--- src/rtl/ifu_fetch_pkg.sv ---
// Shared types and constants for the instruction fetch unit.
// Imported by the fetch RTL and its bench.
package ifu_pkg;

   typedef enum logic [1:0] {
      IDLE,
      REQ,
      WAIT,
      HOLD
   } fetch_state_e;

   localparam logic [31:0] RESET_PC = 32'h8000_0000;
   localparam logic [31:0] INSN_NOP = 32'h0000_0013;

   function automatic logic [31:0] align_pc(input logic [31:0] a);
      return a & ~32'd3;
   endfunction

endpackage

--- src/rtl/ifu_fetch_if.sv ---
// IFU bus bundle: imem request/grant/response plus the
// IFU->IDU valid/ready stage handshake and execute redirect.
interface ifu_fetch_if;

   logic        imem_req_o;
   logic [31:0] imem_addr_o;
   logic        imem_gnt_i;
   logic        imem_rvalid_i;
   logic [31:0] imem_rdata_i;
   logic [31:0] insn_o;
   logic [31:0] pc_o;
   logic        ifu_valid_o;
   logic        idu_ready_i;
   logic        redirect_i;
   logic [31:0] redirect_pc_i;

   modport master (
      output imem_req_o,
      output imem_addr_o,
      input  imem_gnt_i,
      input  imem_rvalid_i,
      input  imem_rdata_i,
      output insn_o,
      output pc_o,
      output ifu_valid_o,
      input  idu_ready_i,
      input  redirect_i,
      input  redirect_pc_i
   );

   modport slave (
      input  imem_req_o,
      input  imem_addr_o,
      output imem_gnt_i,
      output imem_rvalid_i,
      output imem_rdata_i,
      input  insn_o,
      input  pc_o,
      input  ifu_valid_o,
      output idu_ready_i,
      output redirect_i,
      output redirect_pc_i
   );

endinterface

--- src/rtl/ifu_fetch.sv ---
// Instruction fetch: PC, one-outstanding imem fetch, and
// stale-response drop on execute redirect.
module ifu_fetch
   import ifu_pkg::*;
#(
   parameter logic [31:0] BOOT_ADDR = RESET_PC
) (
   input  logic        clk_i,
   input  logic        rst_i,
   ifu_fetch_if.master bus
);

   fetch_state_e state_q, state_d;
   logic [31:0]  pc_q, pc_d;
   logic [31:0]  insn_q, insn_d;
   logic [31:0]  ipc_q, ipc_d;
   logic         drop_q, drop_d;
   logic [31:0]  tgt;

   assign tgt = align_pc(bus.redirect_pc_i);

   // Next-state: FSM walk, PC advance/redirect, drop tracking.
   always_comb begin
      state_d = state_q;
      pc_d    = pc_q;
      insn_d  = insn_q;
      ipc_d   = ipc_q;
      drop_d  = drop_q;
      unique case (state_q)
         IDLE: state_d = REQ;
         REQ: begin
            if (bus.imem_gnt_i) begin
               state_d = WAIT;
               drop_d  = bus.redirect_i;
            end
         end
         WAIT: begin
            if (bus.imem_rvalid_i) begin
               if (drop_q || bus.redirect_i) begin
                  drop_d  = 1'b0;
                  state_d = REQ;
               end else begin
                  insn_d  = bus.imem_rdata_i;
                  ipc_d   = pc_q;
                  state_d = HOLD;
               end
            end else if (bus.redirect_i) begin
               drop_d = 1'b1;
            end
         end
         HOLD: begin
            if (bus.idu_ready_i) begin
               pc_d = pc_q + 32'd4;
            end
            if (bus.idu_ready_i || bus.redirect_i) begin
               state_d = REQ;
            end
         end
         default: state_d = IDLE;
      endcase
      if (bus.redirect_i) begin
         pc_d = tgt;
      end
   end

   // State registers with synchronous reset.
   always_ff @(posedge clk_i) begin
      if (rst_i) begin
         state_q <= IDLE;
         pc_q    <= BOOT_ADDR;
         insn_q  <= 32'd0;
         ipc_q   <= 32'd0;
         drop_q  <= 1'b0;
      end else begin
         state_q <= state_d;
         pc_q    <= pc_d;
         insn_q  <= insn_d;
         ipc_q   <= ipc_d;
         drop_q  <= drop_d;
      end
   end

   assign bus.imem_req_o  = (state_q == REQ);
   assign bus.imem_addr_o = pc_q;
   assign bus.ifu_valid_o = (state_q == HOLD);
   assign bus.insn_o      = insn_q;
   assign bus.pc_o        = ipc_q;

endmodule

--- src/flat_wrapper.sv ---
// flat-port wrapper written by rule: the top's interface ports become plain ports
module ifu_fetch_flat import ifu_pkg::*;
#(
   parameter logic [31:0] BOOT_ADDR = RESET_PC
)
  (clk_i, rst_i, bus_imem_req_o, bus_imem_addr_o, bus_imem_gnt_i, bus_imem_rvalid_i, bus_imem_rdata_i, bus_insn_o, bus_pc_o, bus_ifu_valid_o, bus_idu_ready_i, bus_redirect_i, bus_redirect_pc_i);
  ifu_fetch_if bus_i ();
  input  logic clk_i;
  input  logic rst_i;
  output wire logic [$bits(bus_i.imem_req_o)-1:0] bus_imem_req_o;
  output wire logic [$bits(bus_i.imem_addr_o)-1:0] bus_imem_addr_o;
  input wire logic [$bits(bus_i.imem_gnt_i)-1:0] bus_imem_gnt_i;
  input wire logic [$bits(bus_i.imem_rvalid_i)-1:0] bus_imem_rvalid_i;
  input wire logic [$bits(bus_i.imem_rdata_i)-1:0] bus_imem_rdata_i;
  output wire logic [$bits(bus_i.insn_o)-1:0] bus_insn_o;
  output wire logic [$bits(bus_i.pc_o)-1:0] bus_pc_o;
  output wire logic [$bits(bus_i.ifu_valid_o)-1:0] bus_ifu_valid_o;
  input wire logic [$bits(bus_i.idu_ready_i)-1:0] bus_idu_ready_i;
  input wire logic [$bits(bus_i.redirect_i)-1:0] bus_redirect_i;
  input wire logic [$bits(bus_i.redirect_pc_i)-1:0] bus_redirect_pc_i;
  assign bus_imem_req_o = bus_i.imem_req_o;
  assign bus_imem_addr_o = bus_i.imem_addr_o;
  assign bus_i.imem_gnt_i = bus_imem_gnt_i;
  assign bus_i.imem_rvalid_i = bus_imem_rvalid_i;
  assign bus_i.imem_rdata_i = bus_imem_rdata_i;
  assign bus_insn_o = bus_i.insn_o;
  assign bus_pc_o = bus_i.pc_o;
  assign bus_ifu_valid_o = bus_i.ifu_valid_o;
  assign bus_i.idu_ready_i = bus_idu_ready_i;
  assign bus_i.redirect_i = bus_redirect_i;
  assign bus_i.redirect_pc_i = bus_redirect_pc_i;
  ifu_fetch #(.BOOT_ADDR(BOOT_ADDR)) u_core (.clk_i(clk_i), .rst_i(rst_i), .bus(bus_i));
endmodule
--- config.mk ---
export PLATFORM = sky130hd
export DESIGN_NAME = ifu_fetch_flat
export DESIGN_NICKNAME = d
export VERILOG_FILES = /design/src/rtl/ifu_fetch_pkg.sv /design/src/rtl/ifu_fetch_if.sv /design/src/rtl/ifu_fetch.sv /design/src/flat_wrapper.sv
export SDC_FILE = /design/constraint.sdc
export NUM_CORES = 1
export LEC_CHECK = 0
export ABC_AREA = 0
export BUFFER_PORTS_ARGS = -buffer_cell sky130_fd_sc_hd__buf_2
export CAP_MARGIN = 20
export CELL_PAD_IN_SITES_DETAIL_PLACEMENT = 0
export CELL_PAD_IN_SITES_GLOBAL_PLACEMENT = 2
export CORE_ASPECT_RATIO = 1.75
export CORE_MARGIN = 2
export CORE_UTILIZATION = 26
export CTS_CLUSTER_SIZE = 8
export DETAILED_ROUTE_END_ITERATION = 10
export MAX_ROUTING_LAYER = met4
export PLACE_DENSITY = 0.85
export SYNTH_ARGS = -nofsm -noshare
export SYNTH_HDL_FRONTEND = slang
export SYNTH_SLANG_ARGS = --single-unit
--- constraint.sdc ---
create_clock -name clk_i -period 3.1 [get_ports clk_i]
set_clock_uncertainty 0.15 [all_clocks]
set_input_delay 0.155 -clock clk_i [delete_from_list [all_inputs] [get_ports clk_i]]
set_output_delay 0.155 -clock clk_i [all_outputs]
set_load 0.005 [all_outputs]
After elaboration in Yosys (flattened, before gate mapping)
Cells that the tools add are included.
{ "op_classes": {"add_sub_neg": 1, "eq_ne": 8, "n_mux": 13, "bitwise": 1, "n_reduce_logical": 12} }
{ "ops": {"columns": ["op", "count"], "rows": [
  ["32-bit two-way mux", 3],
  ["32-bit by 3-bit adder with 32-bit output, second input constant", 1],
  ["2-bit two-way mux", 4],
  ["2-bit case mux with 4 select lines", 1],
  ["3-bit AND reduction", 2],
  ["2-bit nonzero test", 3],
  ["2-bit == test, second input constant", 2],
  ["1-bit two-way mux", 4],
  ["2-bit by 1-bit != test with 1-bit output, second input constant", 2],
  ["2-bit AND reduction", 2],
  ["4-bit AND reduction", 1],
  ["3-bit by 2-bit != test with 1-bit output, second input constant", 1],
  ["3-bit != test, second input constant", 1],
  ["2-bit by 1-bit == test with 1-bit output, second input constant", 1],
  ["2-bit logical NOT", 1],
  ["1-bit logical OR", 2],
  ["2-bit != test, second input constant", 1],
  ["1-bit case mux with 2 select lines", 1],
  ["2-bit OR reduction", 1],
  ["1-bit NOT", 1]
]} }
{ "totals": {"ff_bits": 99, "input_bits": 70, "out_inout_bits": 98, "wordCells": 41} }

Logic depth before layout (Yosys ltp)
Gate-level depths: netlist of the first run.
{ "logic_depth": {"word_depth": 4, "depth_mapped": 7} }

Least setup slack after synthesis of the first run
Ideal clock, no wire load.
{ "synth_path": {"path_kind": "flip-flop to flip-flop", "startpoint": "register u_core.state_q[0]", "endpoint": "register u_core.pc_q[20] (netlist: u_core.bus.imem_addr_o[20])", "setup_ps": 91, "t_arrival_ps": 1986, "slack_ps": 873, "stages_incl_launch_ff": 7, "path_buffers": 1, "synth_period_minus_slack_ps": 2227, "path_cell_list": "dfxtp_1 ha_1 nand3_1 or3_1 buf_2 or4_1 a311oi_1"} }
{ "synth_between": {"elab_chain_len": 3} }
{ "synth_lines": {"columns": ["item", "line_no", "source"], "rows": [
  ["from (decl)", "ifu_fetch.sv:13", "fetch_state_e state_q, state_d;"],
  ["from (signal assigned)", "ifu_fetch.sv:75", "state_q <= state_d;"],
  ["2-bit == test", null, null],
  ["named net bus_ifu_valid_o", "flat_wrapper.sv:17", "output wire logic [$bits(bus_i.ifu_valid_o)-1:0] bus_ifu_valid_o;"],
  ["2-bit nonzero test (no line)", null, null],
  ["2-bit AND reduction (no line)", null, null],
  ["to (signal assigned)", "ifu_fetch.sv:76", "pc_q <= pc_d;"],
  ["to (decl)", "ifu_fetch.sv:14", "logic [31:0] pc_q, pc_d;"]
]} }
The timed path passes the listed nets, and every way through them passes these cells.
A chain may end at the register's enable or synchronous reset.

Worst setup path in the final report of the first run
{ "layout_path": {"startpoint": "register u_core.pc_q[3] (netlist: u_core.bus.imem_addr_o[3])", "endpoint": "register u_core.pc_q[20] (netlist: u_core.bus.imem_addr_o[20])"} }
{ "layout_between": {"elab_chain_len": 4} }
{ "layout_lines": {"columns": ["item", "line_no", "source"], "rows": [
  ["32-bit by 3-bit adder with 32-bit output", "ifu_fetch.sv:53", "pc_d = pc_q + 32'd4;"],
  ["32-bit two-way mux", "ifu_fetch.sv:52", "if (bus.idu_ready_i) begin"],
  ["32-bit two-way mux", "ifu_fetch.sv:29", "unique case (state_q)"],
  ["32-bit two-way mux", "ifu_fetch.sv:61", "if (bus.redirect_i) begin"]
]} }
Every way passes these cells. The select of a mux whose other input is x is not followed.

==> results.tsv, run 1 <==
metric	value	unit
Setup CP Type	flip-flop to flip-flop	
worst skew pair latency	0.34	ns
root buf cell	clkbuf_16	
DR top layer	met4	
VDD IR max	242	uV
Worst EP required	3.19	ns
Yosys cell types	43	
Yosys reg bits	95	
wl on met1	5600	um
hold path depth	3	
IO Pins	168	
Avg Synthesized Cell Area	7.83	um^2
HPWL Detailed	9820	um
mapped cell area	4120	um^2
Reg2Reg Depth	5	
met2 wire length	7530	um
hold_buf cts	59	
slew margin rel.	0.282	
most common cell after layout, fill and taps aside	buf_2	
area added between synthesis and finish	45.5	%
status	complete, no violations	
Layout fillers	1618	
total congestion overflow	0	
Crit. path cell count	5	
clock buffer depth	2	
Hold WS	0.0214	ns
num rows	60	
number of antenna violations at the first check in global routing	0	
Die W	99.1	um
Die Footprint	16900	um^2
vias per cell	4.87	
crit end category	flip-flop	
final WL	14100	um
setup TNS	0	ns
drt wl/cell	15.3	um
drt first pass iters	4	
Starting Density	0.266	
Post-synth EDFFs	0	
Warnings, synthesis	0	
RSZ-0062 raised after global routing	false	
share of cells above drive strength 1	0.262	
post-CTS setup buffers	0	
die extent in y	170	um
H-tree Lvls	3	
setup violators final	0	
CTS resizes	0	
crit-path max FO	16	
Seq/Total Area, Yosys	0.462	
initial drt markers	159	
Synth Instances	526	
Crit path max-delay family	simple AND/OR/NAND/NOR gates	
largest net degree at the start of global routing	101	
global placement routability congestion	0.783	
Max Slew Vio Count	0	
cts bufs inserted	9	
WP data arrival	2.67	ns
Pleak	2.42	nW
period utilization	0.834	
antenna-violating nets left	0	
antenna cells	0	
DRC Markers	0	
vias in the first global route	4520	
NumNets Final	802	
CP cell instances	ha_1 > nand3_1 > or3_1 > or4_1 > a311oi_1	
DR WL met3	601	um
delay of the slowest critical-path stage	0.62	ns
fraction of registers with async set/reset	0	
Reg clk slew, reported paths	0.07	ns
CTS tree	built	
commonest non-fill, non-tap cells in the layout	buf_2, nand2_1, dfxtp_1	
vias	4480	
PD cells	461	nW/um^2
aggregate global-route resource usage	0.170	
Max Cap Viol	0	
first-pass GRT wire length	22500	um
Final min period	2.59	ns
HP Class	primary input to flip-flop	
Primary FF master, synth	dfxtp_1	
slew of the pin with the lowest slew margin	1.08	ns
Max Freq	0.387	GHz
I/O Buffers	161	
Critical Path Slowest Stage Cell	or3_1	
critical path launch point type	flip-flop	
core box area	15500	um^2
Buf+Inv Stages, Crit Path	0	
Final Hold Viols	0	
CTS Sinks	95	
## per-stage QoR
stage,setup slack [ns],cell area (um^2),utilization,total power [mW],cells
2_1_floorplan,0.873,4130,-,1.45,529
3_3_place_gp,0.611,5090,0.329,1.57,844
3_5_place_dp,0.537,5090,0.329,1.58,844
4_1_cts,0.494,5990,0.387,2.81,919
5_1_grt,0.246,5990,0.387,2.89,919
6_report,0.515,5990,0.387,2.76,919
## path summary, 6_finish.rpt
check,startpoint,endpoint,slack [ns]
worst max-delay path,u_core.bus.imem_addr_o[3],u_core.bus.imem_addr_o[20],0.51
worst min-delay path,bus_idu_ready_i,u_core.bus.imem_addr_o[3],0.02
worst max register to register,u_core.bus.imem_addr_o[3],u_core.bus.imem_addr_o[20],0.51
worst min register to register,u_core.bus.pc_o[30],u_core.bus.pc_o[30],0.30
## power by group
group | internal (mW) | switching (mW) | total (mW)
sequential | 1.26 | 0.0608 | 1.32
combinational | 0.155 | 0.135 | 0.290
clock | 0.652 | 0.499 | 1.15
## registers in the layout, summed over array words and instances, names as in the netlist
| register | flops |
|---|---|
| u_core.bus.insn_o | 32 |
| u_core.bus.imem_addr_o | 30 |
| u_core.bus.pc_o | 30 |
| u_core.state_q | 2 |
| u_core.drop_q | 1 |
## synth_stat cells (5+ instances only)
| master | count | area share |
|---|---|---|
| nand4_1 | 6 | 0.0091 |
| nand2_1 | 141 | 0.13 |
| nor3_1 | 7 | 0.0085 |
| a211oi_1 | 14 | 0.026 |
| a311oi_1 | 11 | 0.023 |
| nor2_1 | 30 | 0.027 |
| nand3_1 | 13 | 0.016 |
| a21oi_1 | 69 | 0.084 |
| o21ai_0 | 5 | 0.0061 |
| or3_1 | 8 | 0.012 |
| dfxtp_1 | 95 | 0.46 |
| nor4_1 | 8 | 0.012 |
| inv_1 | 10 | 0.0091 |
| xnor2_1 | 8 | 0.017 |
| o31ai_1 | 6 | 0.011 |
| clkbuf_1 | 32 | 0.029 |
| or4_1 | 10 | 0.018 |
## logic make-up (layout without fill, tap and decap cells)
logic type	Yosys count	after routing	share of synthesized area
fa+ha+maj	4	4	0.0122
simple gates	248	248	0.279
other cells	1	4	0.000911
xor+xnor	12	12	0.0255
compound gates	115	115	0.170
flops	95	95	0.462
buf+inv	51	255	0.0514
## cell type report
cell class | instances | area [um^2] | share of cell area
multi-input combinational | 383 | 2020 | 0.338
sequential | 95 | 1900 | 0.318
timing repair buffer | 228 | 1480 | 0.248
clock buffer | 10 | 239 | 0.0399
tap | 186 | 233 | 0.0389
clock inverter | 6 | 68.8 | 0.0115
inverter | 11 | 41.3 | 0.00689
## routing by layer
metal	vias to the layer above	global-route usage
li1	2232	-
met1	2087	0.177
met2	143	0.317
met3	18	0.0259
met4	0	0.0637
met5	-	-
## tightest hold or removal path, cell delays in order
cell and delay (ns):
buf_2 0.14, nand3_1 0.09, a311oi_1 0.08
(Power assumes the default switching activity.)
==> inputs of run 2 (changes only) <==
--- a/config.mk
+++ b/config.mk
@@ -12,11 +12,11 @@
 export CELL_PAD_IN_SITES_GLOBAL_PLACEMENT = 2
 export CORE_ASPECT_RATIO = 1.75
 export CORE_MARGIN = 2
-export CORE_UTILIZATION = 26
+export CORE_UTILIZATION = 23
 export CTS_CLUSTER_SIZE = 8
 export DETAILED_ROUTE_END_ITERATION = 10
 export MAX_ROUTING_LAYER = met4
-export PLACE_DENSITY = 0.85
+export PLACE_DENSITY = 0.8
 export SYNTH_ARGS = -nofsm -noshare
 export SYNTH_HDL_FRONTEND = slang
 export SYNTH_SLANG_ARGS = --single-unit
==> constraint.sdc (replaced) <==
create_clock -name clk_i -period 2.14 [get_ports clk_i]
set_clock_uncertainty 0.15 [all_clocks]
set_input_delay 0.107 -clock clk_i [delete_from_list [all_inputs] [get_ports clk_i]]
set_output_delay 0.107 -clock clk_i [all_outputs]
set_load 0.005 [all_outputs]
==> results.tsv, run 2 (synthesis results as in run 1) <==
metric	value	unit
status	complete, but fails checks	
failing checks	negative hold slack	
core box area	17500	um^2
Setup CP Type	flip-flop to flip-flop	
Final min period	2.09	ns
critical path launch point type	flip-flop	
total congestion overflow	0	
aggregate global-route resource usage	0.160	
crit end category	flip-flop	
worst setup margin	0.0512	ns
vias in the first global route	4699	
IO Pins	168	
NumNets Final	851	
Die W	105	um
commonest non-fill, non-tap cells in the layout	buf_2, nand2_1, dfxtp_1	
HPWL Detailed	11200	um
worst skew pair latency	0.34	ns
Final Instance Area	6490	um^2
antenna cells	0	
area added between synthesis and finish	57.7	%
drt first pass iters	5	
Pleak	2.67	nW
DRC Markers	0	
Hold WS	-0.00245	ns
PD cells	615	nW/um^2
vias per cell	4.67	
cts bufs inserted	9	
Largest register FFs	32	
met3 global-route usage	0.0267	
drt wl/cell	14.9	um
Max Slew Vio Count	0	
clock buffer depth	2	
crit-path max FO	4	
RSZ-0062 raised after global routing	true	
vias	4726	
final WL	15100	um
grt peak-use layer	met2	
CP startpoint	u_core.state_q[0]	
WP data arrival	2.20	ns
HP Class	primary input to flip-flop	
global placement routability congestion	0.811	
die extent in y	181	um
num rows	64	
number of antenna violations at the first check in global routing	0	
GRT met1 Usage	0.160	
Final Hold Viols	1	
Worst EP required	2.25	ns
largest net degree at the start of global routing	46	
Max Cap Viol	0	
Max Freq	0.479	GHz
first-pass GRT wire length	23300	um
most common cell after layout, fill and taps aside	buf_2	
Post-Place Cell Area	5500	um^2
antenna-violating nets left	0	
Die Footprint	19000	um^2
CTS tree	built	
DP Worst Slack	-0.114	ns
VDD IR max	316	uV
Starting Density	0.235	
root buf cell	clkbuf_16	
H-tree Lvls	3	
Worst Hold Launch	bus_imem_gnt_i	
setup violators final	0	
CTS Sinks	95	
M2 GR Usage	0.302	
initial drt markers	148	
Reg clk slew, reported paths	0.07	ns
share of cells above drive strength 1	0.330	
I/O Buffers	161	
period utilization	0.976	
Crit Reg-Reg Startpoint	u_core.state_q[0]	
## run 2: routing by layer
layer | wire length (um) | share of wire
met1 | 5890 | 0.39
met2 | 8150 | 0.54
met3 | 591 | 0.039
met4 | 469 | 0.031
met5 | 0 | 0
## run 2: path summary, 6_finish.rpt
path	to	slack, ns	depth (start not counted)
hold / removal	u_core.drop_q	-0.002	4
hold reg to reg	u_core.bus.insn_o[2]	0.30	2
setup reg to reg	u_core.bus.imem_addr_o[15]	0.05	7
setup / recovery	u_core.bus.imem_addr_o[15]	0.05	7
## run 2: timing repair
action | in CTS | in global routing
hold buffers | 61 | 0
setup buffers | 0 | 3
endpoints found under the setup margin | 13 | 13
gates resized for setup | 3 | 16
pin swaps | 0 | 10
cloned | 0 | 0
endpoints found under the hold margin | 59 | 0
## run 2: layout make-up
class                      instances  area (um^2)
multi-input combinational        383         2110
timing repair buffer             277         1870
tap                              231          289
clock inverter                     6         53.8
fill                            1812        11000
inverter                          11         41.3
clock buffer                      10          229
sequential                        95         1910
## run 2: per-stage QoR
| step | setup TNS, ns | util | cells | power [mW] |
|---|---|---|---|---|
| 3_5_place_dp | -0.632 | 0.314 | 933 | 2.38 |
| 3_3_place_gp | -0.0125 | 0.314 | 933 | 2.37 |
| 4_1_cts | -0.140 | 0.365 | 1010 | 4.05 |
| 6_report | 0 | 0.370 | 1013 | 3.99 |
| 5_1_grt | -0.0537 | 0.370 | 1013 | 4.19 |
| 2_1_floorplan | 0 | - | 529 | 2.11 |
## run 2: where the power goes
group | internal (mW) | total, mW | leakage (nW) | switching [mW]
logic | 0.293 | 0.570 | 1.76 | 0.277
registers | 1.82 | 1.86 | 0.775 | 0.0364
clock network | 0.810 | 1.56 | 0.136 | 0.753
total | 2.93 | 3.99 | 2.67 | 1.07
## run 2: critical path: stages, from the launching register on
cell	delay, ns
dfxtp_2	0.36
ha_4	0.16
buf_4	0.11
nand4_1	0.18
or4_4	0.55
buf_4	0.15
xor2_1	0.13
a211oi_1	0.21
==> inputs of run 3 (changes only) <==
--- a/config.mk
+++ b/config.mk
@@ -10,8 +10,7 @@
 export CAP_MARGIN = 20
 export CELL_PAD_IN_SITES_DETAIL_PLACEMENT = 0
 export CELL_PAD_IN_SITES_GLOBAL_PLACEMENT = 2
-export CORE_ASPECT_RATIO = 1.75
-export CORE_MARGIN = 2
+export CORE_ASPECT_RATIO = 1.1
 export CORE_UTILIZATION = 23
 export CTS_CLUSTER_SIZE = 8
 export DETAILED_ROUTE_END_ITERATION = 10
==> constraint.sdc (replaced) <==
create_clock -name clk_i -period 1.9 [get_ports clk_i]
set_clock_uncertainty 0.15 [all_clocks]
set_input_delay 0.095 -clock clk_i [delete_from_list [all_inputs] [get_ports clk_i]]
set_output_delay 0.095 -clock clk_i [all_outputs]
set_load 0.005 [all_outputs]
==> results.tsv, run 3 (synthesis results as in run 1) <==
metric	value	unit
first-pass GRT wire length	23500	um
Die W	130	um
vias	4727	
drt first pass iters	4	
setup violators final	9	
IO Pins	168	
Layout fillers	1803	
drt wl/cell	14.5	um
total congestion overflow	0	
crit end category	flip-flop	
post-layout util	0.391	
Max Slew Vio Count	0	
cts bufs inserted	9	
clock buffer depth	2	
Worst EP required	2.01	ns
critical path launch point type	flip-flop	
Reg2Reg Depth	6	
vias in the first global route	4714	
share of cells above drive strength 1	0.354	
global placement routability congestion	0.768	
Power Internal	3.63	mW
DP Worst Slack	-0.204	ns
HP Class	primary input to flip-flop	
Final Hold Viols	0	
commonest non-fill, non-tap cells in the layout	buf_2, nand2_1, dfxtp_1	
worst skew pair latency	0.35	ns
HPWL Detailed	10900	um
Largest register FFs	32	
Setup CP Type	flip-flop to flip-flop	
reg2reg end	u_core.bus.imem_addr_o[24]	
VDD IR max	466	uV
largest net degree at the start of global routing	38	
period utilization	1.06	
Starting Density	0.238	
status	complete, but fails checks	
part of the power in registers	0.442	
RSZ-0062 raised after global routing	true	
H-tree Lvls	3	
DRC Markers	0	
Crit Reg-Reg Startpoint	u_core.state_q[0]	
Reg clk slew, reported paths	0.07	ns
crit path to	u_core.bus.imem_addr_o[24]	
antenna cells	0	
WP data arrival	2.13	ns
CTS tree	built	
area added between synthesis and finish	64.0	%
initial drt markers	178	
die extent in y	142	um
I/O Buffers	161	
Max Cap Viol	0	
aggregate global-route resource usage	0.169	
most common cell after layout, fill and taps aside	buf_2	
worst setup margin	-0.121	ns
P_sw	1.12	mW
power share of the clock group	0.418	
Max Freq	0.495	GHz
Pleak	2.77	nW
failing checks	negative setup slack	
number of antenna violations at the first check in global routing	0	
Logic pwr share	0.140	
vias per cell	4.60	
final WL	14900	um
crit-path max FO	8	
antenna-violating nets left	0	
sw frac	0.236	
root buf cell	clkbuf_16	
setup TNS	-0.733	ns
core box area	17300	um^2
CTS Sinks	95	
num rows	50	
CP startpoint	u_core.state_q[0]	
NumNets Final	862	
Die Footprint	18400	um^2
Final min period	2.02	ns
setup slack, reg-to-reg	-0.12	ns
PD cells	703	nW/um^2
==> run 3: through the flow <==
step	instance area (um^2)	power, mW	cells	hold slack (ns)
2_1_floorplan	4200	2.38	529	0.0810
3_3_place_gp	5600	2.67	942	0.186
3_5_place_dp	5600	2.68	942	0.193
4_1_cts	6650	4.81	1026	0.00366
5_1_grt	6750	4.99	1027	0.0362
6_report	6750	4.75	1027	0.0188
==> run 3: worst min path at each step <==
stage	start	to	slack, ns	cells past startpoint
finish	bus_redirect_i	u_core.drop_q	0.02	3
CTS	bus_redirect_i	u_core.drop_q	0.004	3
detailed placement	bus_imem_rdata_i[11]	u_core.bus.insn_o[11]	0.19	3
global placement	bus_imem_rdata_i[10]	u_core.bus.insn_o[10]	0.19	3
global route	bus_redirect_i	u_core.drop_q	0.04	3
floorplan	bus_imem_rdata_i[0]	u_core.bus.insn_o[0]	0.08	2
==> run 3: metal layers <==
| metal | share of wire | up-vias | global-route usage |
|---|---|---|---|
| met1 | 0.43 | 2224 | 0.196 |
| met4 | 0.026 | 0 | 0.0753 |
| met5 | 0 | - | - |
| li1 | - | 2347 | - |
| met2 | 0.50 | 135 | 0.286 |
| met3 | 0.045 | 21 | 0.0282 |
==> run 3: cell type report <==
| type | instances | area (um^2) | area share |
|---|---|---|---|
| timing repair buffer | 288 | 1990 | 0.294 |
| tap | 234 | 293 | 0.0433 |
| inverter | 11 | 41.3 | 0.00611 |
| clock buffer | 13 | 260 | 0.0385 |
| multi-input combinational | 383 | 2190 | 0.324 |
| clock inverter | 3 | 65.1 | 0.00963 |
| sequential | 95 | 1920 | 0.284 |
==> run 3: power groups by stage <==
| stage | clock [mW] | sequential (mW) | combinational (mW) |
|---|---|---|---|
| floorplan | 0 | 2.18 | 0.206 |
| global placement | 0 | 2.14 | 0.535 |
| detailed placement | 0 | 2.14 | 0.542 |
| CTS | 2.06 | 2.10 | 0.652 |
| global route | 2.15 | 2.10 | 0.734 |
| finish | 1.99 | 2.10 | 0.666 |
==> run 3: critical path, stage by stage, from the launching register on <==
cell      delay (ns)
dfxtp_2         0.35
ha_4            0.16
nand3_4         0.07
or3_4           0.34
buf_6           0.15
or4_4           0.51
a311oi_2        0.20
==> run 3: repair_timing <==
action / in CTS / in global routing
pin swaps: 20 / 9
gates cloned: 1 / 0
hold buffers: 63 / 0
resized for setup: 15 / 21
endpoints found under the setup margin: 18 / 19
hold endpoints to repair: 61 / 0
setup buffers: 4 / 2
